### config.mk
export PLATFORM = sky130hd
export DESIGN_NAME = instr_fetch_unit
export DESIGN_NICKNAME = d
export VERILOG_FILES = /design/src/rtl/ifetch_pkg.sv /design/src/rtl/ifetch_fifo.sv /design/src/rtl/instr_fetch_unit.sv
export SDC_FILE = /design/constraint.sdc
export NUM_CORES = 1
export LEC_CHECK = 0
export CAP_MARGIN = 40
export CORE_MARGIN = 2
export CORE_UTILIZATION = 59
export CTS_CLUSTER_SIZE = 8
export DETAILED_ROUTE_END_ITERATION = 7
export HOLD_SLACK_MARGIN = 0.15
export PLACE_DENSITY = 0.86
export SYNTH_ARGS = -nofsm -noshare
export SYNTH_HDL_FRONTEND = slang
export SYNTH_SLANG_ARGS = --single-unit
### constraint.sdc
create_clock -name clk -period 10.1 [get_ports clk]
set_input_delay 3.03 -clock clk [delete_from_list [all_inputs] [get_ports clk]]
set_output_delay 3.03 -clock clk [all_outputs]
set_load 0.01 [all_outputs]
### src/rtl/ifetch_pkg.sv
// Shared definitions for the instruction fetch unit and the decode/control
// logic that sends redirects back to it.
//   DEF_ADDR_W    default PC/address width
//   INSTR_W       instruction word width
//   PC_STEP       byte increment between sequential fetches
//   fetch_state_t fetch FSM encoding (BOOT, RUN, HALT)
//   OP_*          opcodes of the instructions that can redirect fetch
package ifetch_pkg;

  localparam int DEF_ADDR_W = 32;
  localparam int INSTR_W    = 32;
  localparam int PC_STEP    = 4;

  typedef logic [1:0] fetch_state_t;
  localparam fetch_state_t BOOT = 2'd0;
  localparam fetch_state_t RUN  = 2'd1;
  localparam fetch_state_t HALT = 2'd2;

  localparam logic [5:0] OP_J   = 6'b000010;
  localparam logic [5:0] OP_JR  = 6'b001000;
  localparam logic [5:0] OP_BGT = 6'b000111;

endpackage

### src/rtl/ifetch_fifo.sv
// Small synchronous FIFO with flush. It serves both as the prefetch
// instruction buffer and as the in-order PC tag queue of the fetch unit.
// Ports:
//   clk, rst_n     clock, asynchronous active-low reset
//   flush          drop all entries (wins over push/pop)
//   push, wdata    write an entry; accepted when full only together with a pop
//   pop            remove the head (ignored when empty)
//   rdata          head entry
//   count          number of stored entries
//   full, empty    status flags
module ifetch_fifo #(
  parameter int DEPTH = 2,
  parameter int WIDTH = 32,
  localparam int PTR_W = $clog2(DEPTH),
  localparam int CNT_W = PTR_W + 1
) (
  input  logic             clk,
  input  logic             rst_n,
  input  logic             flush,
  input  logic             push,
  input  logic [WIDTH-1:0] wdata,
  input  logic             pop,
  output logic [WIDTH-1:0] rdata,
  output logic [CNT_W-1:0] count,
  output logic             full,
  output logic             empty
);

  logic [WIDTH-1:0] mem [DEPTH];
  logic [PTR_W-1:0] wr_ptr;
  logic [PTR_W-1:0] rd_ptr;
  logic             do_push;
  logic             do_pop;

  assign full    = (count == CNT_W'(DEPTH));
  assign empty   = (count == '0);
  assign do_pop  = pop && !empty;
  assign do_push = push && (!full || do_pop);
  assign rdata   = mem[rd_ptr];

  // Storage is reset so the head reads as zero straight out of reset.
  always_ff @(posedge clk or negedge rst_n) begin
    if (!rst_n) begin
      wr_ptr <= '0;
      rd_ptr <= '0;
      count  <= '0;
      for (int i = 0; i < DEPTH; i++) mem[i] <= '0;
    end else if (flush) begin
      wr_ptr <= '0;
      rd_ptr <= '0;
      count  <= '0;
    end else begin
      if (do_push) begin
        mem[wr_ptr] <= wdata;
        wr_ptr      <= wr_ptr + PTR_W'(1);
      end
      if (do_pop) rd_ptr <= rd_ptr + PTR_W'(1);
      if (do_push && !do_pop)      count <= count + CNT_W'(1);
      else if (!do_push && do_pop) count <= count - CNT_W'(1);
    end
  end

  // The producer's credit scheme must never push into a full FIFO.
  always_ff @(posedge clk) begin
    if (rst_n && !flush) assert (!(push && full && !do_pop));
  end

endmodule

### src/rtl/instr_fetch_unit.sv
// Instruction fetch unit: owns the PC, issues one-word reads to instruction
// memory, buffers returned words in a prefetch FIFO and hands them to decode
// with a valid/ready handshake. Redirects flush stale work and restart fetch.
// Optional build macro IFETCH_PERF_CNT_EN adds fetch_count/drop_count.
// Ports:
//   clk, rst_n                   clock, asynchronous active-low reset
//   imem_req, imem_addr          read request to instruction memory
//   imem_rvalid, imem_rdata      in-order read responses
//   instr_valid, instr, instr_pc head of the prefetch FIFO to decode
//   instr_ready                  decode consumes the head
//   redirect_valid, redirect_pc  restart fetch at a new PC
//   halt_req, halted             stop fetching / fully drained in HALT
//   fetch_count, drop_count      (optional) saturating event counters
//
// state | meaning
// BOOT  | single idle cycle after reset, no request
// RUN   | issuing sequential fetches while credit allows
// HALT  | no new requests; in-flight responses still drain
module instr_fetch_unit
  import ifetch_pkg::*;
#(
  parameter int                ADDR_W     = DEF_ADDR_W,
  parameter logic [ADDR_W-1:0] RESET_PC   = '0,
  parameter int                FIFO_DEPTH = 2
) (
  input  logic               clk,
  input  logic               rst_n,
  output logic               imem_req,
  output logic [ADDR_W-1:0]  imem_addr,
  input  logic               imem_rvalid,
  input  logic [INSTR_W-1:0] imem_rdata,
  output logic               instr_valid,
  output logic [INSTR_W-1:0] instr,
  output logic [ADDR_W-1:0]  instr_pc,
  input  logic               instr_ready,
  input  logic               redirect_valid,
  input  logic [ADDR_W-1:0]  redirect_pc,
  input  logic               halt_req,
  output logic               halted
`ifdef IFETCH_PERF_CNT_EN
  ,
  output logic [31:0]        fetch_count,
  output logic [15:0]        drop_count
`endif
);

  localparam int CNT_W  = $clog2(FIFO_DEPTH) + 1;
  localparam int DROP_W = 8;
  localparam logic [CNT_W:0] CREDIT_MAX = (CNT_W+1)'(FIFO_DEPTH);

  fetch_state_t              state;
  logic [ADDR_W-1:0]         fetch_pc;
  logic [DROP_W-1:0]         drop;
  logic [CNT_W-1:0]          tag_count;
  logic [CNT_W-1:0]          inst_count;
  logic [ADDR_W-1:0]         tag_pc;
  logic [INSTR_W+ADDR_W-1:0] inst_head;
  logic [CNT_W:0]            in_flight;
  logic                      issue;
  logic                      pop;
  logic                      resp_drop;
  logic                      resp_keep;
  logic                      tag_full, tag_empty, inst_full, inst_empty;
  logic [4:0]                unused_bits;

  assign unused_bits = {tag_full, tag_empty, inst_full, redirect_pc[1:0]};

  assign pop         = instr_valid && instr_ready;
  assign instr_valid = !inst_empty;
  assign {instr, instr_pc} = inst_head;

  // Outstanding requests are exactly the entries of the tag queue. A pop in
  // the same cycle frees a slot so the FIFO can stream one word per cycle.
  assign in_flight = {1'b0, tag_count} + {1'b0, inst_count} - {{CNT_W{1'b0}}, pop};
  assign issue     = (state == RUN) && !halt_req && !redirect_valid &&
                     (in_flight < CREDIT_MAX);

  // A response coinciding with a redirect belongs to work being flushed.
  assign resp_drop = imem_rvalid && (redirect_valid || (drop != '0));
  assign resp_keep = imem_rvalid && !redirect_valid && (drop == '0);

  assign imem_req  = issue;
  assign imem_addr = fetch_pc;
  assign halted    = (state == HALT) && (tag_count == '0) && (drop == '0);

  ifetch_fifo #(.DEPTH(FIFO_DEPTH), .WIDTH(ADDR_W)) u_tag_q (
    .clk   (clk),
    .rst_n (rst_n),
    .flush (redirect_valid),
    .push  (issue),
    .wdata (fetch_pc),
    .pop   (resp_keep),
    .rdata (tag_pc),
    .count (tag_count),
    .full  (tag_full),
    .empty (tag_empty)
  );

  ifetch_fifo #(.DEPTH(FIFO_DEPTH), .WIDTH(INSTR_W + ADDR_W)) u_inst_q (
    .clk   (clk),
    .rst_n (rst_n),
    .flush (redirect_valid),
    .push  (resp_keep),
    .wdata ({imem_rdata, tag_pc}),
    .pop   (pop),
    .rdata (inst_head),
    .count (inst_count),
    .full  (inst_full),
    .empty (inst_empty)
  );

  always_ff @(posedge clk or negedge rst_n) begin
    if (!rst_n) begin
      state <= BOOT;
    end else begin
      case (state)
        BOOT:    state <= RUN;
        RUN:     if (halt_req) state <= HALT;
        HALT:    if (!halt_req) state <= RUN;
        default: state <= BOOT;
      endcase
    end
  end

  // On a redirect every outstanding request becomes a response to discard;
  // one arriving in that same cycle is already discarded, hence the minus.
  always_ff @(posedge clk or negedge rst_n) begin
    if (!rst_n) begin
      fetch_pc <= RESET_PC;
      drop     <= '0;
    end else if (redirect_valid) begin
      fetch_pc <= {redirect_pc[ADDR_W-1:2], 2'b00};
      drop     <= drop + DROP_W'(tag_count) - DROP_W'(imem_rvalid);
    end else begin
      if (issue)     fetch_pc <= fetch_pc + ADDR_W'(PC_STEP);
      if (resp_drop) drop     <= drop - DROP_W'(1);
    end
  end

`ifdef IFETCH_PERF_CNT_EN
  always_ff @(posedge clk or negedge rst_n) begin
    if (!rst_n) begin
      fetch_count <= '0;
      drop_count  <= '0;
    end else begin
      if (pop && (fetch_count != '1))      fetch_count <= fetch_count + 32'(1);
      if (resp_drop && (drop_count != '1)) drop_count  <= drop_count + 16'(1);
    end
  end
`endif

endmodule
## Yosys cells after proc, flatten, opt, wreduce, memory -nomap -nowiden

Index checks and enable logic that the tools add are counted.

| storage, ports and cells | value |
|---|---|
| output and inout bits | 99 |
| register bits | 242 |
| logic and storage cells | 126 |

| cells by class | value |
|---|---|
| add/sub/neg operators | 14 |
| equal/unequal tests | 6 |
| bitwise logic cells | 5 |
| $lt $le $gt $ge | 7 |
| mux-type cells | 33 |
| reduce and logical (&&, ||, !) cells | 48 |

Operators by type and width:

| cell | count |
|---|---|
| $mux 64 | 4 |
| $mux 32 | 6 |
| $bwmux 128 | 1 |
| $bwmux 64 | 1 |
| $demux 64 s1 | 1 |
| $add 32x3->32 const B | 1 |
| $demux 32 s1 | 1 |
| $logic_and 1x1->1 | 19 |
| $mux 2 | 8 |
| $mux 8 | 2 |
| $reduce_bool 2->1 | 6 |
| $logic_not 1->1 | 10 |
| $add 8x2->8 | 1 |
| $ge 2x2->1 const B | 4 |
| $logic_not 8->1 | 1 |
| $mux 1 | 8 |
| $not 1->2 | 4 |
| $reduce_bool 8->1 | 1 |
| $sub 8x1->8 | 1 |
| $sub 8x1->8 const B | 1 |
| $eq 2x2->1 const B | 3 |
| $logic_not 2->1 | 3 |
| $pmux 2 s3 | 1 |
| $reduce_and 2->1 | 3 |
| other kinds (12) | 22 |

## Longest topological paths before layout

Gate-level depths: netlist of run 1.

| logic depth | value |
|---|---|
| word-level depth | 12 |
| gate-level depth with buffers | 13 |
| depth with buffers taken out | 11 |

## Cells and area by module

From an unflattened synthesis of run 1, not the netlist that was laid out.

| unflattened totals | value |
|---|---|
| cells, all modules | 901 |
| area, all modules | 11,972.7 µm² |

By module, submodules not included:

| module | times used | area each (µm²) | cells each | seq. area each (µm²) |
|---|---|---|---|---|
| ifetch_fifo (u_inst_q) | 1 | 5,914.4 | 365 | 3,303.2 |
| ifetch_fifo (u_tag_q) | 1 | 3,126.7 | 196 | 1,701.6 |
| instr_fetch_unit | 1 | 2,931.6 | 340 | 1,001.0 |

## Worst setup path before layout of run 1

OpenSTA, ideal clock, no wires.

| timing path | value |
|---|---|
| path kind | input-to-output |
| from | input port instr_ready |
| to | output port imem_req |
| path buffers | 1 |
| arrival | 4,754 ps |
| data required time | 7,070 ps |
| cell stages on the path | 8 |
| slack | 2,316 ps |
| path through | and2_1 -> ha_1 -> nand2b_1 -> fa_1 -> nand4bb_4 -> or2_1 -> buf_2 -> nor2_2 |

| on the way | value |
|---|---|
| longest elaborated chain between the ends | 4 |

Ends and longest elaborated chain:

| element | RTL line | source |
|---|---|---|
| start, declared | instr_fetch_unit.sv:35 | `input logic instr_ready,` |
| $logic_and 1x1->1 | instr_fetch_unit.sv:68 | `assign pop = instr_valid && instr_ready;` |
| $sub 3x1->3 | instr_fetch_unit.sv:74 | `assign in_flight = {1'b0, tag_count} + {1'b0, inst_count} - {{CNT_W{1'b0}}, pop};` |
| $lt 3x2->1 | instr_fetch_unit.sv:76 | `(in_flight < CREDIT_MAX);` |
| $logic_and 1x1->1 | instr_fetch_unit.sv:75 | `assign issue = (state == RUN) && !halt_req && !redirect_valid &&` |
| end, declared | instr_fetch_unit.sv:28 | `output logic imem_req,` |

Every way passes these cells.

## Worst setup path in the final report of run 1

Same ends and word-level chain as after synthesis.

==> impl_metrics.csv, run 1 <==
group,metric,value,unit
status,outcome,"finished, final reports clean",
critical_path,cpMaxStageDelayCell,"clkdlybuf4s50_1",
die,rows,50,
sta,rsz0062_at_grt,"no",
pwr,powerDensity,229,mW/mm^2
sta,finalMaxSlewViolations,0,
die,die_area,0.0199,mm^2
critical_path,arrival,6000,ps
sta,hold_viol_final,0,
die,start_util,59.6,%
cells_and_area,num_antenna_cells,0,
detailed_routing,drt_iter0_markers,428,
clocking,clk_path_buf_depth,3,
die,die_w,141,um
die,coreArea,0.0186,mm^2
pwr,power.share.switching,28.5,%
sta,setup_tns,0,ps
pwr,clkPwrFrac,31.8,%
pwr,ir_worst_vdd,0.000148,V
detailed_routing,met1_length,10800,um
cells_and_area,fill_cells,1223,
placed_design,port_buffers,162,
pwr,combPwrFrac,28.0,%
cells_and_area,design_area,0.0138,mm^2
yosys,synth_area,0.0111,mm^2
worst_hold_path,min_path_type,"reg -> reg",
clocking,clkTransAtPathRegs,50,ps
critical_path,path_class,"in -> out",
detailed_routing,vias,7726,
critical_path,endpoint_kind,"primary output",
placed_design,place_area,0.0129,mm^2
sta,setup_viol,0,
global_route,grt_pass1_vias,8124,
sta,fin_crit_sh,89.4,%
detailed_routing,via_per_inst,5.80,
yosys,synth_warnings,0,
sta,period_minus_slack,9030,ps
critical_path,critPathLaunchType,"input port",
clocking,post-cts-setup-buffer-count,0,
clocking,cts_buffers,34,
detailed_routing,firstDrtPassIters,6,
detailed_routing,wl_met2,12200,um
yosys,synthCells,938,
detailed_routing,post-route-drc-count,0,
die,fp.dieH,141,um
critical_path,crit_family,"buffers and inverters",
critical_path,crit_path_frequent_cell,"clkdlybuf4s50_1",
clocking,cts_tree,"built",
detailed_routing,routedWlPerCell,18.7,um
yosys,synth_top_area_share,52.4,%
critical_path,critPathMaxFanout,7,
placed_design,dp_slack,1070,ps
cells_and_area,syn_to_final_growth,24.8,%
yosys,yosysMostFrequentCell,"dfrtp_1",
pwr,p_sw,0.903,mW
detailed_routing,wl_met3,1350,um
yosys,synth_seq_area_share,52.4,%
global_route,antenna_found_initial,0,
critical_path,cpPeakStageDelay,590,ps
pwr,seqPwrFrac,40.2,%
clocking,post_cts_resized,0,
yosys,synth_area_leaders,"dfrtp_1 (52%), mux2_2 (19%), mux2i_1 (3.3%)",
detailed_routing,wirelength,25000,um
cells_and_area,nets,1188,
job,drv_cap,0,
yosys,synth_ff_type,"dfrtp_1",
yosys,synth-edff-count,0,
global_route,grt_overflow,0,
cells_and_area,drive_above_1_share,23.2,%
sta,clock_skew,13.3,ps
clocking,hold_buffers,0,
yosys,synth_cell_types,54,
clocking,cts.sinks,232,
die,pin_count,169,
sta,timing.fmax,0.111,GHz
sta,slew_headroom,41.0,%
global_route,grt_usage,25.5,%
clocking,clock_latency,490,ps
pwr,p_int,2.26,mW
placed_design,gp_congestion,0.838,
yosys,yosys.area.top_type,"dfrtp_1",
global_route,grt_pass1_wl,40700,um
yosys,ys_top_cells_by_count,"dfrtp_1 (232), mux2_2 (186), nor2_1 (78), a21oi_1 (68), nand2_1 (48)",
critical_path,path_cells,"clkdlybuf4s50_1 > and2_1 > ha_1 > nand2b_1 > fa_1 > nand4bb_4 > or2_1 > nor2_2 > clkdlybuf4s50_1",
yosys,async_flop_share,100,%
critical_path,crit_required,7070,ps
clocking,root_buffer,"clkbuf_16",
yosys,synth_seq_cells,232,
pwr,p_leak,6.20,nW
sta,worstMarginPinSlew,885,ps
clocking,cts-htree-levels,2,
placed_design,place_hpwl,15900,um
critical_path,path_buf_inv,2,
sta,worst_slack,1070,ps
detailed_routing,antenna_left,0,
global_route,grt_max_degree,96,
pwr,p_total,3.17,mW
detailed_routing,top_layer_used,"met4",
yosys,avgSynthCellArea,11.8,um^2
-- state kept, by name (all words and copies together), names as in the netlist --
register         flops
u_inst_q.count       2
u_tag_q.mem         60
u_tag_q.rd_ptr       1
imem_addr           30
u_tag_q.wr_ptr       1
u_inst_q.wr_ptr      1
state                2
u_tag_q.count        2
drop                 8
u_inst_q.mem       124
u_inst_q.rd_ptr      1
-- power groups by stage --
| stage | Combinational [mW] | Sequential [mW] | Clock [mW] |
|---|---|---|---|
| after global routing | 0.974 | 1.30 | 1.06 |
| after floorplan | 0.590 | 1.25 | 0 |
| after CTS | 0.888 | 1.27 | 1.03 |
| after global placement | 0.846 | 1.27 | 0 |
| final | 0.887 | 1.27 | 1.01 |
| after detailed placement | 0.875 | 1.28 | 0 |
-- logic make-up after synthesis --
kind of cell / after synthesis / synth area share, %
compound gates: 124 / 6.18
xor+xnor: 41 / 3.24
fa+ha+maj: 23 / 2.73
buf+inv: 86 / 3.55
flops: 232 / 52.4
mux: 224 / 22.3
other cells: 1 / 0.0338
simple gates: 207 / 9.54
-- cell usage in the layout (no fill, tap or decap), drive strengths merged, types with 3 or more instances in the layout --
| master | netlist | routed |
|---|---|---|
| conb | 1 | 4 |
| nand2b | 6 | 6 |
| and2 | 3 | 3 |
| o211ai | 3 | 3 |
| a21oi | 68 | 68 |
| clkdlybuf4s50 | 0 | 160 |
| and4 | 4 | 4 |
| nand2 | 48 | 48 |
| clkbuf | 28 | 39 |
| xor2 | 5 | 5 |
| nor3 | 16 | 16 |
| nor2 | 79 | 79 |
| nor4 | 11 | 11 |
| xnor2 | 36 | 36 |
| mux2 | 187 | 187 |
| nand3b | 3 | 3 |
| nand3 | 15 | 15 |
| buf | 30 | 16 |
| ha | 21 | 21 |
| a211oi | 6 | 6 |
| inv | 28 | 28 |
| o21ai | 36 | 36 |
| mux2i | 37 | 37 |
| and3 | 5 | 5 |
| nand4 | 6 | 6 |
| dfrtp | 232 | 232 |
-- path summary, 6_finish.rpt --
check | startpoint | to | slack, ps | cells after the start
max | instr_ready | imem_req | 1070 | 9
min | u_tag_q.mem[38] | u_tag_q.mem[38] | 490 | 1
max reg2reg | u_inst_q.count[1] | u_tag_q.mem[26] | 6270 | 12
min reg2reg | u_tag_q.mem[38] | u_tag_q.mem[38] | 490 | 1
max in group asynchronous | rst_n | u_inst_q.rd_ptr | 6190 | 2
min in group asynchronous | rst_n | u_inst_q.mem[55] | 2580 | 1
-- metal layers --
layer | GRT usage, % | vias to the layer above
li1 | - | 3579
met1 | 33.6 | 3865
met2 | 43.0 | 238
met3 | 4.93 | 44
met4 | 7.95 | 0
met5 | 0 | -
-- area by class of cell --
class | count | area, um^2 | area share, %
Sequential cell | 232 | 5810 | 42.0
Multi-Input combinational cell | 623 | 4900 | 35.5
Timing Repair Buffer | 176 | 1780 | 12.9
Clock buffer | 39 | 933 | 6.75
Tap cell | 234 | 293 | 2.12
Inverter | 28 | 105 | 0.760
-- per-stage QoR --
stage / cells / hold slack (ps) / utilization (%)
6_report: 1332 / 493 / 74.4
5_1_grt: 1332 / 511 / 74.4
4_1_cts: 1332 / 494 / 74.4
3_5_place_dp: 1293 / 478 / 69.4
3_3_place_gp: 1289 / 468 / 68.9
2_1_floorplan: 941 / 457 / -
No activity file was read; power rests on OpenSTA's default activity.
==> run 2: changes to the inputs <==
--- a/config.mk
+++ b/config.mk
@@ -7,11 +7,13 @@
 export LEC_CHECK = 0
 export CAP_MARGIN = 40
 export CORE_MARGIN = 2
-export CORE_UTILIZATION = 59
+export CORE_UTILIZATION = 60
 export CTS_CLUSTER_SIZE = 8
 export DETAILED_ROUTE_END_ITERATION = 7
+export GPL_TIMING_DRIVEN = 0
 export HOLD_SLACK_MARGIN = 0.15
-export PLACE_DENSITY = 0.86
+export PLACE_DENSITY = 0.87
 export SYNTH_ARGS = -nofsm -noshare
 export SYNTH_HDL_FRONTEND = slang
+export SYNTH_HIERARCHICAL = 1
 export SYNTH_SLANG_ARGS = --single-unit
==> impl_metrics.csv, run 2 <==
group,metric,value,unit
status,outcome,"finished, final reports clean",
cells_and_area,final_common_cell,"dfrtp_1",
worst_hold_path,worstHoldStart,"u_inst_q/mem[93]",
die,die_w,145,um
yosys,synth_cell_types,59,
cells_and_area,layout_common_cells,"dfrtp_1 (240), mux2_2 (210), clkdlybuf4s50_1 (163)",
pwr,ir_worst_vdd,0.000179,V
clocking,root_buffer,"clkbuf_16",
sta,worstMarginPinSlew,905,ps
clocking,clock_latency,500,ps
yosys,synth_seq_cells,240,
yosys,synth_warnings,6,
sta,hold_viol_final,0,
yosys,synthXorXnorAreaFrac,2.78,%
cells_and_area,num_antenna_cells,0,
yosys,synth_seq_area_share,50.2,%
yosys,avgSynthCellArea,13.3,um^2
clocking,cts-htree-levels,2,
placed_design,gp_congestion,0.875,
yosys,synth_top_area_share,50.2,%
cells_and_area,nets,1204,
worst_hold_path,min_path_type,"reg -> reg",
die,pin_count,169,
detailed_routing,firstDrtPassIters,4,
detailed_routing,routedWlPerCell,19.9,um
yosys,synth-edff-count,0,
yosys,synth_mux_area_share,30.3,%
clocking,post-cts-setup-buffer-count,0,
clocking,cts_tree,"built",
pwr,powerDensity,210,mW/mm^2
sta,clock_skew,14.3,ps
detailed_routing,wirelength,27400,um
pwr,p_leak,7.10,nW
detailed_routing,via_per_inst,5.67,
placed_design,port_buffers,164,
placed_design,place_hpwl,18300,um
worst_hold_path,hold_end,"u_inst_q/mem[93]",
global_route,grt_usage,26.1,%
global_route,grt_pass1_wl,44400,um
critical_path,arrival,6480,ps
global_route,antenna_found_initial,0,
sta,rsz0062_at_grt,"no",
yosys,synth_compound_area_share,3.29,%
yosys,synth_fa_ha_area_share,2.63,%
critical_path,critPathLaunchType,"input port",
clocking,post_cts_resized,0,
clocking,cts_buffers,35,
yosys,ys_top_cells_by_count,"dfrtp_1 (240), mux2_2 (210), mux2_4 (78), nand2_1 (51), o21ai_0 (30)",
job,drv_cap,0,
critical_path,ff2ff_path_depth,12,
detailed_routing,post-route-drc-count,0,
global_route,grt_max_degree,122,
cells_and_area,drive_above_1_share,33.2,%
sta,slew_headroom,39.7,%
yosys,yosys.area_share.simple,7.43,%
die,fp.dieH,145,um
detailed_routing,vias,7808,
global_route,grt_overflow,0,
detailed_routing,antenna_left,0,
cells_and_area,design_area,0.0149,mm^2
placed_design,place_area,0.0140,mm^2
critical_path,r2r-start,"u_inst_q/count[1]",
critical_path,crit_required,7070,ps
worst_hold_path,min_path_cells,1,
critical_path,r2r_slack,5450,ps
yosys,yosysMostFrequentCell,"dfrtp_1",
sta,finalMaxSlewViolations,0,
critical_path,endpoint_kind,"primary output",
yosys,synth_top_family_by_area,"multiplexers",
detailed_routing,drt_iter0_markers,401,
critical_path,r2r-end,"u_tag_q/mem[5]",
yosys,async_flop_share,100,%
critical_path,path_class,"in -> out",
cells_and_area,top_register,"u_inst_q/mem",
yosys,synthCells,901,
clocking,clk_path_buf_depth,3,
die,coreArea,0.0195,mm^2
clocking,clkTransAtPathRegs,50,ps
yosys,synth_area,0.0120,mm^2
clocking,cts.sinks,240,
sta,timing.fmax,0.105,GHz
yosys,synth_area_leaders,"dfrtp_1 (50%), mux2_2 (20%), mux2_4 (9.8%)",
cells_and_area,final_util,76.5,%
global_route,grt_pass1_vias,8329,
sta,period_minus_slack,9510,ps
yosys,yosys.area.top_type,"dfrtp_1",
die,rows,51,
cells_and_area,syn_to_final_growth,24.8,%
sta,fin_crit_sh,94.2,%
sta,setup_viol,0,
clocking,hold_buffers,0,
die,die_area,0.0211,mm^2
die,start_util,61.3,%
cells_and_area,largest_reg_flops,128,
yosys,synth_ff_type,"dfrtp_1",
critical_path,critPathMaxFanout,8,
[run 2: changes by cell type after synthesis, sizes merged, moves of 10 or more]
| cell | previous run | this run |
|---|---|---|
| clkbuf | 28 | 17 |
| xor2 | 5 | 15 |
| mux2 | 187 | 288 |
| nor2 | 79 | 17 |
| xnor2 | 36 | 23 |
| a21oi | 68 | 11 |
| nor2b | 2 | 12 |
| mux2i | 37 | 9 |
[run 2: worst max path at each step]
stage	startpoint	end	slack [ps]	cells after the start
after floorplan	instr_ready	imem_req	2130	7
after global placement	rst_n	u_inst_q/mem[28]	-3990	1
after detailed placement	instr_ready	imem_req	700	9
after CTS	instr_ready	imem_req	630	9
after global routing	instr_ready	imem_req	330	9
final	instr_ready	imem_req	590	9
[run 2: power breakdown]
group | leakage (nW) | total, mW | switching, mW | internal [mW]
Clock | 0.455 | 1.02 | 0.394 | 0.626
Combinational | 3.45 | 0.859 | 0.364 | 0.495
Sequential | 3.19 | 1.26 | 0.124 | 1.14
Total | 7.10 | 3.14 | 0.882 | 2.26
[run 2: worst max-delay path: stages]
cell	delay, ps
clkdlybuf4s50_1	480
nor2b_1	410
ha_1	310
nand2b_1	160
fa_1	390
xor2_1	420
nand2_1	210
nor2_1	410
clkdlybuf4s50_1	660
[run 2: cell families (layout without fill, tap and decap cells)]
| group | after synthesis | in the layout |
|---|---|---|
| simple gates | 162 | 162 |
| xor+xnor | 38 | 38 |
| flops | 240 | 240 |
| other cells | 1 | 6 |
| buf+inv | 71 | 276 |
| mux | 297 | 297 |
| compound gates | 68 | 68 |
| fa+ha+maj | 24 | 24 |
[run 2: routing by layer]
layer / GRT usage (%) / vias to the layer above / wire length (um)
met2: 44.8 / 218 / 13600
met1: 34.6 / 3956 / 11900
met3: 4.34 / 46 / 1320
met5: 0 / - / 0
li1: - / 3588 / -
met4: 7.40 / 0 / 539
[run 2: through the flow]
stage | TNS [ps] | total power, mW | cells | setup slack (ps) | hold WS, ps
floorplan | 0 | 1.83 | 906 | 2130 | 464
finish | 0 | 3.14 | 1376 | 590 | 498
global route | 0 | 3.30 | 1376 | 333 | 511
detailed placement | 0 | 2.11 | 1338 | 701 | 490
CTS | 0 | 3.16 | 1376 | 625 | 502
global placement | -953820 | 2.08 | 1335 | -3990 | 482
[run 2: area by class of cell]
cell class | count | area (um^2)
inverters | 28 | 105
clock buffers | 36 | 901
flip-flops and latches | 240 | 6010
plain buffers | 43 | 300
multi-input cells | 595 | 5580
repair buffers | 167 | 1690
well taps | 265 | 332
fillers | 1215 | 4590
clock inverters | 2 | 25.0
==> run 3: changes to the inputs <==
--- a/config.mk
+++ b/config.mk
@@ -5,14 +5,16 @@
 export SDC_FILE = /design/constraint.sdc
 export NUM_CORES = 1
 export LEC_CHECK = 0
+export ABC_CLOCK_PERIOD_IN_PS = 10100
 export CAP_MARGIN = 40
 export CORE_MARGIN = 2
-export CORE_UTILIZATION = 60
+export CORE_UTILIZATION = 69
 export CTS_CLUSTER_SIZE = 8
 export DETAILED_ROUTE_END_ITERATION = 7
+export DONT_BUFFER_PORTS = 1
 export GPL_TIMING_DRIVEN = 0
 export HOLD_SLACK_MARGIN = 0.15
-export PLACE_DENSITY = 0.87
+export PLACE_DENSITY = 0.85
 export SYNTH_ARGS = -nofsm -noshare
 export SYNTH_HDL_FRONTEND = slang
 export SYNTH_HIERARCHICAL = 1
==> impl_metrics.csv, run 3 (same netlist as run 2, synthesis figures left out) <==
group,metric,value,unit
detailed_routing,via_per_inst,6.09,
job,drv_cap,0,
detailed_routing,drt_iter0_markers,390,
sta,timing.fmax,0.118,GHz
global_route,antenna_found_initial,0,
clocking,cts_buffers,35,
cells_and_area,seq_area,0.00601,mm^2
clocking,root_buffer,"clkbuf_16",
die,fp.dieH,136,um
clocking,cts.sinks,240,
sta,setup_tns,0,ps
critical_path,crit_required,7070,ps
die,die_w,136,um
placed_design,port_buffers,0,
clocking,clk_path_buf_depth,3,
placed_design,place_hpwl,16700,um
detailed_routing,firstDrtPassIters,5,
clocking,clkTransAtPathRegs,50,ps
sta,setup_viol,0,
die,die_area,0.0184,mm^2
detailed_routing,post-route-drc-count,0,
clocking,post_cts_resized,0,
die,rows,48,
clocking,post-cts-setup-buffer-count,0,
cells_and_area,layout_common_cells,"dfrtp_1 (240), mux2_2 (210), mux2_4 (78)",
clocking,clock_latency,500,ps
critical_path,cpMaxStageDelayCell,"nor2_1",
worst_hold_path,min_path_cells,1,
detailed_routing,wirelength,24900,um
global_route,grt_usage,27.3,%
detailed_routing,vias,7122,
global_route,grt_max_degree,241,
cells_and_area,syn_to_final_growth,10.4,%
detailed_routing,antenna_left,0,
pwr,ir_worst_vdd,0.000218,V
sta,hold_viol_final,0,
global_route,grt_pass1_vias,7420,
critical_path,endpoint_kind,"primary output",
clocking,cts_tree,"built",
status,outcome,"finished, final reports clean",
die,pin_count,169,
critical_path,path_cells,"nor2b_1 > ha_1 > nand2b_1 > fa_1 > xor2_1 > nand2_1 > nor2_1",
sta,worstMarginPinSlew,821,ps
worst_hold_path,worstHoldStart,"u_inst_q/mem[45]",
cells_and_area,drive_above_1_share,38.7,%
cells_and_area,fill_cells,1081,
critical_path,cpPeakStageDelay,570,ps
critical_path,ff2ff_path_depth,12,
global_route,grt_overflow,0,
detailed_routing,routedWlPerCell,21.3,um
critical_path,path_buf_inv,0,
sta,fin_crit_sh,84.1,%
critical_path,arrival,5460,ps
global_route,grt_pass1_wl,39300,um
critical_path,r2r_slack,5370,ps
cells_and_area,nets,1039,
critical_path,r2r-start,"u_inst_q/count[1]",
cells_and_area,num_antenna_cells,0,
cells_and_area,top_register,"u_inst_q/mem",
placed_design,place_area,0.0123,mm^2
critical_path,path_class,"in -> out",
die,start_util,69.9,%
pwr,p_leak,6.48,nW
worst_hold_path,min_path_type,"reg -> reg",
critical_path,critPathLaunchType,"input port",
clocking,cts-htree-levels,2,
cells_and_area,multi_input_area,0.00558,mm^2
cells_and_area,final_common_cell,"dfrtp_1",
sta,finalMaxSlewViolations,0,
sta,rsz0062_at_grt,"no",
placed_design,gp_congestion,0.879,
sta,slew_headroom,45.1,%
cells_and_area,largest_reg_flops,128,
worst_hold_path,hold_end,"u_inst_q/mem[45]",
sta,period_minus_slack,8490,ps
die,coreArea,0.0171,mm^2
clocking,hold_buffers,0,
critical_path,worstSetupPathDepth,7,
critical_path,crit_family,"simple AND/OR/NAND/NOR gates",
cells_and_area,design_area,0.0132,mm^2
critical_path,critPathMaxFanout,8,
sta,clock_skew,13.5,ps
pwr,powerDensity,225,mW/mm^2
critical_path,r2r-end,"u_tag_q/mem[30]",
-- run 3: worst reg2reg max path, delay by kind of cell (launching register included) --
| family | cells | cell delay [ps] |
|---|---|---|
| xor gates and xnor gates | 1 | 420 |
| adders and majority gates | 2 | 690 |
| buffers and inverters | 1 | 430 |
| DFF | 1 | 450 |
| muxes | 1 | 380 |
| and+or+nand+nor | 7 | 2220 |
-- run 3: worst max-delay path by stage --
stage                           start        to  slack, ps
after floorplan           instr_ready  imem_req       2130
after global routing      instr_ready  imem_req       1410
after global placement    instr_ready  imem_req       1710
final                     instr_ready  imem_req       1610
after CTS                 instr_ready  imem_req       1630
after detailed placement  instr_ready  imem_req       1640
-- run 3: report_power, final --
part	switching, mW	internal (mW)	total [mW]
Clock	0.369	0.636	1.00
Sequential	0.132	1.14	1.27
Combinational	0.313	0.391	0.704
Total	0.815	2.16	2.98
-- run 3: area by class of cell --
cell class / instances / share of cell area, %
inverter: 28 / 0.795
tap: 225 / 2.13
clock buffer: 37 / 7.01
multi-input combinational: 595 / 42.2
buffer: 43 / 2.27
timing repair buffer: 2 / 0.114
sequential: 240 / 45.5
-- run 3: metal layers --
metal / vias up / part of all wire, % / global-route usage (%)
li1: 3258 / - / -
met1: 3614 / 43 / 36.5
met2: 205 / 48 / 43.8
met3: 45 / 7.1 / 7.00
met4: 0 / 2.3 / 9.55
met5: - / 0 / 0
-- run 3: per-stage QoR --
| step | setup slack [ps] | hold WS [ps] | util, % | instances | power (mW) |
|---|---|---|---|---|---|
| 6_report | 1610 | 498 | 77.2 | 1170 | 2.98 |
| 5_1_grt | 1410 | 508 | 77.2 | 1170 | 3.14 |
| 4_1_cts | 1630 | 500 | 77.2 | 1170 | 2.99 |
| 3_5_place_dp | 1640 | 490 | 71.8 | 1133 | 1.97 |
| 3_3_place_gp | 1710 | 483 | 71.7 | 1131 | 1.94 |
| 2_1_floorplan | 2130 | 464 | - | 906 | 1.83 |
==> variant 1 (flow settings as in run 2) <==
Change the package constant `DEF_ADDR_W` from 32 to 40.
--- a/src/rtl/ifetch_pkg.sv
+++ b/src/rtl/ifetch_pkg.sv
@@ -9,3 +9,3 @@
 
-  localparam int DEF_ADDR_W = 32;
+  localparam int DEF_ADDR_W = 40;
   localparam int INSTR_W    = 32;
Interface: changed (resized imem_addr, instr_pc and redirect_pc); port bits go from 169 to 193. The function was not compared with the original's and may differ.
==> variant 1 against run 2 <==
- sequential cell count is 40 higher
- first-iteration DRC count is 31% higher
- total power is 14% higher
- area after synthesis is 17% higher
- worst setup slack better by 0.11 ns
- routed wire length is 24% higher
- critical path depth stayed put
- sequential power is 17% higher
- largest power group unchanged
- highest routed layer unchanged
- fmax is 1.1% higher
- core utilization is 0.16 points lower
- cell area is 16% higher
- register-to-register slack better by 0.27 ns
- count of clock-buffer cells in the layout is 6 higher
==> variant 1: results (changes against run 2) <==
Placed design
  – Routability cong.: 0.905 (+3.5%)
  – Pre-CTS WS: 0.790 ns (+0.0892 ns)
  – DP HPWL: 22.5 mm (+23%)
  – IO buf count: 188 (+15%)

Clocking
  – Clk Latency, worst-skew pair: 0.52 ns (+0.02 ns)
  – Clock Sinks: 280 (+17%)

Logic synthesis
  – Multiplexer share of the synthesized area: 30.5% (+0.21 points)
  – Compound-Gate Fraction of Synth Area: 4.04% (+0.75 points)
  – Area contributors post-synth: dfrtp_1 (50%), mux2_2 (18%), mux2_4 (12%)
  – Adder-Cell Fraction of Synth Area: 2.26% (-0.38 points)
  – Post-Synth XOR/XNOR Area: 2.01% (-0.77 points)
  – Top cells by count, synth: dfrtp_1 (280), mux2_2 (228), mux2_4 (108), nand2_1 (48), o21ai_0 (42)

Power and ir drop
  – Static Leakage: 8.28 nW (+17%)
  – Max IR drop VDD: 0.134 mV (-25%)

Final layout
  – Share of cells above drive strength 1: 33.5% (+0.30 points)
  – Number of flip-flops in the largest register: 144 (+13%)

GRT
  – Largest net degree at the start of global routing: 124 (+1.6%)
  – Vias in the first global route: 10,174 (+22%)
  – GRT Overall Usage: 28.4% (+2.3 points)
  – First-pass GRT wire length: 54.5 mm (+23%)

Worst setup path
  – Largest stage delay on the critical path: 0.68 ns (+0.02 ns)
  – Arrival @ worst endpoint: 6.37 ns (-0.11 ns)

Routing
  – DR iter-0 viols: 524 (+31%)
  – Vias/cell: 5.87 (+3.5%)
  – First-pass DRT Iterations: 5 (+1)
  – Total wire length: 33.9 mm (+24%)

STA
  – Final Skew: 0.0163 ns (+0.00207 ns)

Outcome
  – Outcome: complete, no violations
variant 1: cell type report:
cell class / instances / area (µm²)
inverters: 29 / 109
flip-flops and latches: 280 / 7010
plain buffers: 56 / 443
fillers: 1389 / 5390
clock buffers: 42 / 1050
well taps: 313 / 392
repair buffers: 191 / 1950
clock inverters: 1 / 16.3
multi-input cells: 672 / 6430
variant 1: through the flow:
stage / instances / hold slack [ns] / setup TNS (ns) / cell area [µm²]
after floorplan: 1037 / 0.475 / 0 / 14000
after global placement: 1538 / 0.483 / -1606.77 / 16300
after detailed placement: 1541 / 0.490 / 0 / 16300
after CTS: 1584 / 0.501 / 0 / 17400
after global routing: 1584 / 0.514 / 0 / 17400
final: 1584 / 0.498 / 0 / 17400
variant 1: routing by layer:
layer	up-vias	global-route usage [%]	wire, µm
li1	4164	-	-
met4	0	10.7	1040
met2	306	47.6	16700
met3	76	5.68	1890
met5	-	0	0
met1	4758	36.8	14300
variant 1: power breakdown:
group	total (mW)	internal, mW	switching [mW]
Clock	1.17	0.725	0.450
Sequential	1.48	1.33	0.151
Combinational	0.927	0.538	0.388
variant 1: path summary, 6_finish.rpt:
kind,slack [ns],cells after the start,from,endpoint
max,0.70,9,instr_ready,imem_req
min,0.50,1,u_inst_q/mem[7]$_DFFE_PN0P_,u_inst_q/mem[7]$_DFFE_PN0P_
max reg2reg,5.72,12,u_inst_q/count[0]$_DFFE_PN0P_,u_tag_q/mem[38]$_DFFE_PN0P_
min reg2reg,0.50,1,u_inst_q/mem[7]$_DFFE_PN0P_,u_inst_q/mem[7]$_DFFE_PN0P_
max in group asynchronous,6.69,2,rst_n,u_inst_q/mem[3]$_DFFE_PN0P_
min in group asynchronous,2.44,1,rst_n,u_inst_q/mem[106]$_DFFE_PN0P_
==> variant 2 (config.mk and constraints of run 2) <==
Without the edit above. Add a define of `IFETCH_PERF_CNT_EN`.
--- a/src/rtl/instr_fetch_unit.sv
+++ b/src/rtl/instr_fetch_unit.sv
@@ -18,2 +18,4 @@
 // HALT  | no new requests; in-flight responses still drain
+`define IFETCH_PERF_CNT_EN
+
 module instr_fetch_unit
Behaviour (old outputs only; new: drop_count and fetch_count): no difference found for any inputs over 4 cycles, from zero or initial values and one cycle with rst_n low; that may be too few to reach the edited logic, so the function may still have changed.
==> variant 2 against run 2 <==
- sequential cell count increased by 48
- fmax increased by 1.8%
- worst hold slack got worse by 0.0065 ns
- routed wire length increased by 24%
- clock power increased by 16%
- die area increased by 18%
- area after synthesis increased by 19%
- total power increased by 13%
- cell area increased by 20%
- register-to-register slack improved by 0.38 ns
- worst setup slack improved by 0.17 ns
- cell count increased by 23%
- critical path type unchanged
- critical endpoint unchanged
==> variant 2: results (changes against run 2) <==
Routing
  – Via count: 9,867 (+26%)
  – DR iter-0 viols: 608 (+52%)
  – Met3 WL: 2.42 mm (+83%)
  – WL met2: 16.4 mm (+20%)
  – First-pass DRT Iterations: 5 (+1)
  – WL met1: 14.2 mm (+19%)
  – Max Used Layer: met5
  – Total wire length: 34.0 mm (+24%)

Power and ir drop
  – Total power: 3.56 mW (+13%)
  – Sequential share of power: 42.0% (+1.8 points)
  – Switch share: 28.2% (+0.051 points)
  – Max IR drop VDD: 0.158 mV (-11%)
  – Static Leakage: 8.39 nW (+18%)

Logic synthesis
  – Synth unique cells: 69 (+17%)
  – Area contributors post-synth: dfrtp_1 (51%), mux2_2 (17%), mux2_4 (8.2%)
  – Sequential area share after synthesis: 50.6% (+0.43 points)
  – Top cells by count, synth: dfrtp_1 (288), mux2_2 (212), mux2_4 (78), nand2_1 (58)

Final layout
  – Number of fill cells: 1,497 (+23%)
  – Share of cells above drive strength 1: 28.0% (-5.2 points)

STA
  – Final Cycle Share: 92.5% (-1.6 points)
  – Final hold slack: 0.492 ns (-0.00649 ns)
  – Final Skew: 0.0162 ns (+0.00193 ns)
  – Final min period: 9.34 ns (-0.165 ns)
  – Slew @ Worst Pin: 0.815 ns (-0.0904 ns)

Worst setup path
  – Largest stage delay on the critical path: 0.61 ns (-0.05 ns)
  – R2R Path End: u_tag_q/mem[1]$_DFFE_PN0P_
  – R2R setup slack: 5.83 ns (+0.38 ns)
  – Arrival @ worst endpoint: 6.31 ns (-0.17 ns)

Clocking
  – Clk Latency, worst-skew pair: 0.52 ns (+0.02 ns)
  – CTS buffer count: 41 (+17%)

Outcome
  – Outcome: complete, no violations

Min path
  – Hold Startpoint: drop_count[10]$_DFFE_PN0P_
  – Hold Crit Endpoint: drop_count[10]$_DFFE_PN0P_

GRT
  – Global Route met1 Usage: 36.1% (+1.6 points)
  – Vias in the first global route: 10,329 (+24%)
  – Largest net degree at the start of global routing: 117 (-4.1%)
  – GRT Overall Usage: 27.6% (+1.5 points)

Placed design
  – Pre-CTS WS: 0.812 ns (+0.111 ns)
  – IO buf count: 212 (+29%)
  – Post-DP Area: 0.0169 mm² (+20%)
[variant 2: cells by family (layout without fill, tap and decap cells)]
kind of cell	count (synthesis)	after routing	synth area share, %
multiplexers	298	298	25.5
flip-flops	288	288	50.6
AND/OR/NAND/NOR	236	236	9.35
AO/OA/AOI/OAI	118	118	5.77
buffers and inverters	83	343	3.07
XOR/XNOR	53	53	3.26
adder cells (fa/ha/maj)	26	26	2.39
other	1	6	0.0263
[variant 2: through the flow]
| step | TNS, ns | std cells |
|---|---|---|
| floorplan | 0 | 1108 |
| finish | 0 | 1687 |
| detailed placement | 0 | 1643 |
| CTS | 0 | 1686 |
| global placement | -1744.94 | 1639 |
| global route | 0 | 1687 |
[variant 2: worst reg2reg max path, cell delays in order, from the launching register on]
cell      delay (ns)
dfrtp_1         0.44
nor2_1          0.23
nand2b_1        0.22
inv_1           0.17
ha_1            0.32
nand2b_1        0.16
fa_1            0.39
xor2_1          0.14
nand4_1         0.22
inv_1           0.27
buf_2           0.39
nand2_1         0.09
nor3_1          0.14
buf_2           0.24
buf_2           0.33
mux2_2          0.39
[variant 2: how the worst max path moves through the flow]
stage,from,endpoint,cells past startpoint
after floorplan,instr_ready,imem_req,9
after global placement,rst_n,fetch_count[29]$_DFFE_PN0P_,1
after detailed placement,instr_ready,imem_req,11
after CTS,instr_ready,imem_req,11
after global routing,instr_ready,imem_req,11
final,instr_ready,imem_req,11
[variant 2: cell type report]
type | instances | area [µm²] | area share, %
Timing Repair Buffer | 217 | 2200 | 12.3
Tap cell | 319 | 399 | 2.23
Multi-Input combinational cell | 737 | 6620 | 36.9
Clock buffer | 42 | 1050 | 5.86
Inverter | 36 | 135 | 0.754
Sequential cell | 288 | 7210 | 40.2
Clock inverter | 1 | 16.3 | 0.0907
Buffer | 47 | 302 | 1.68
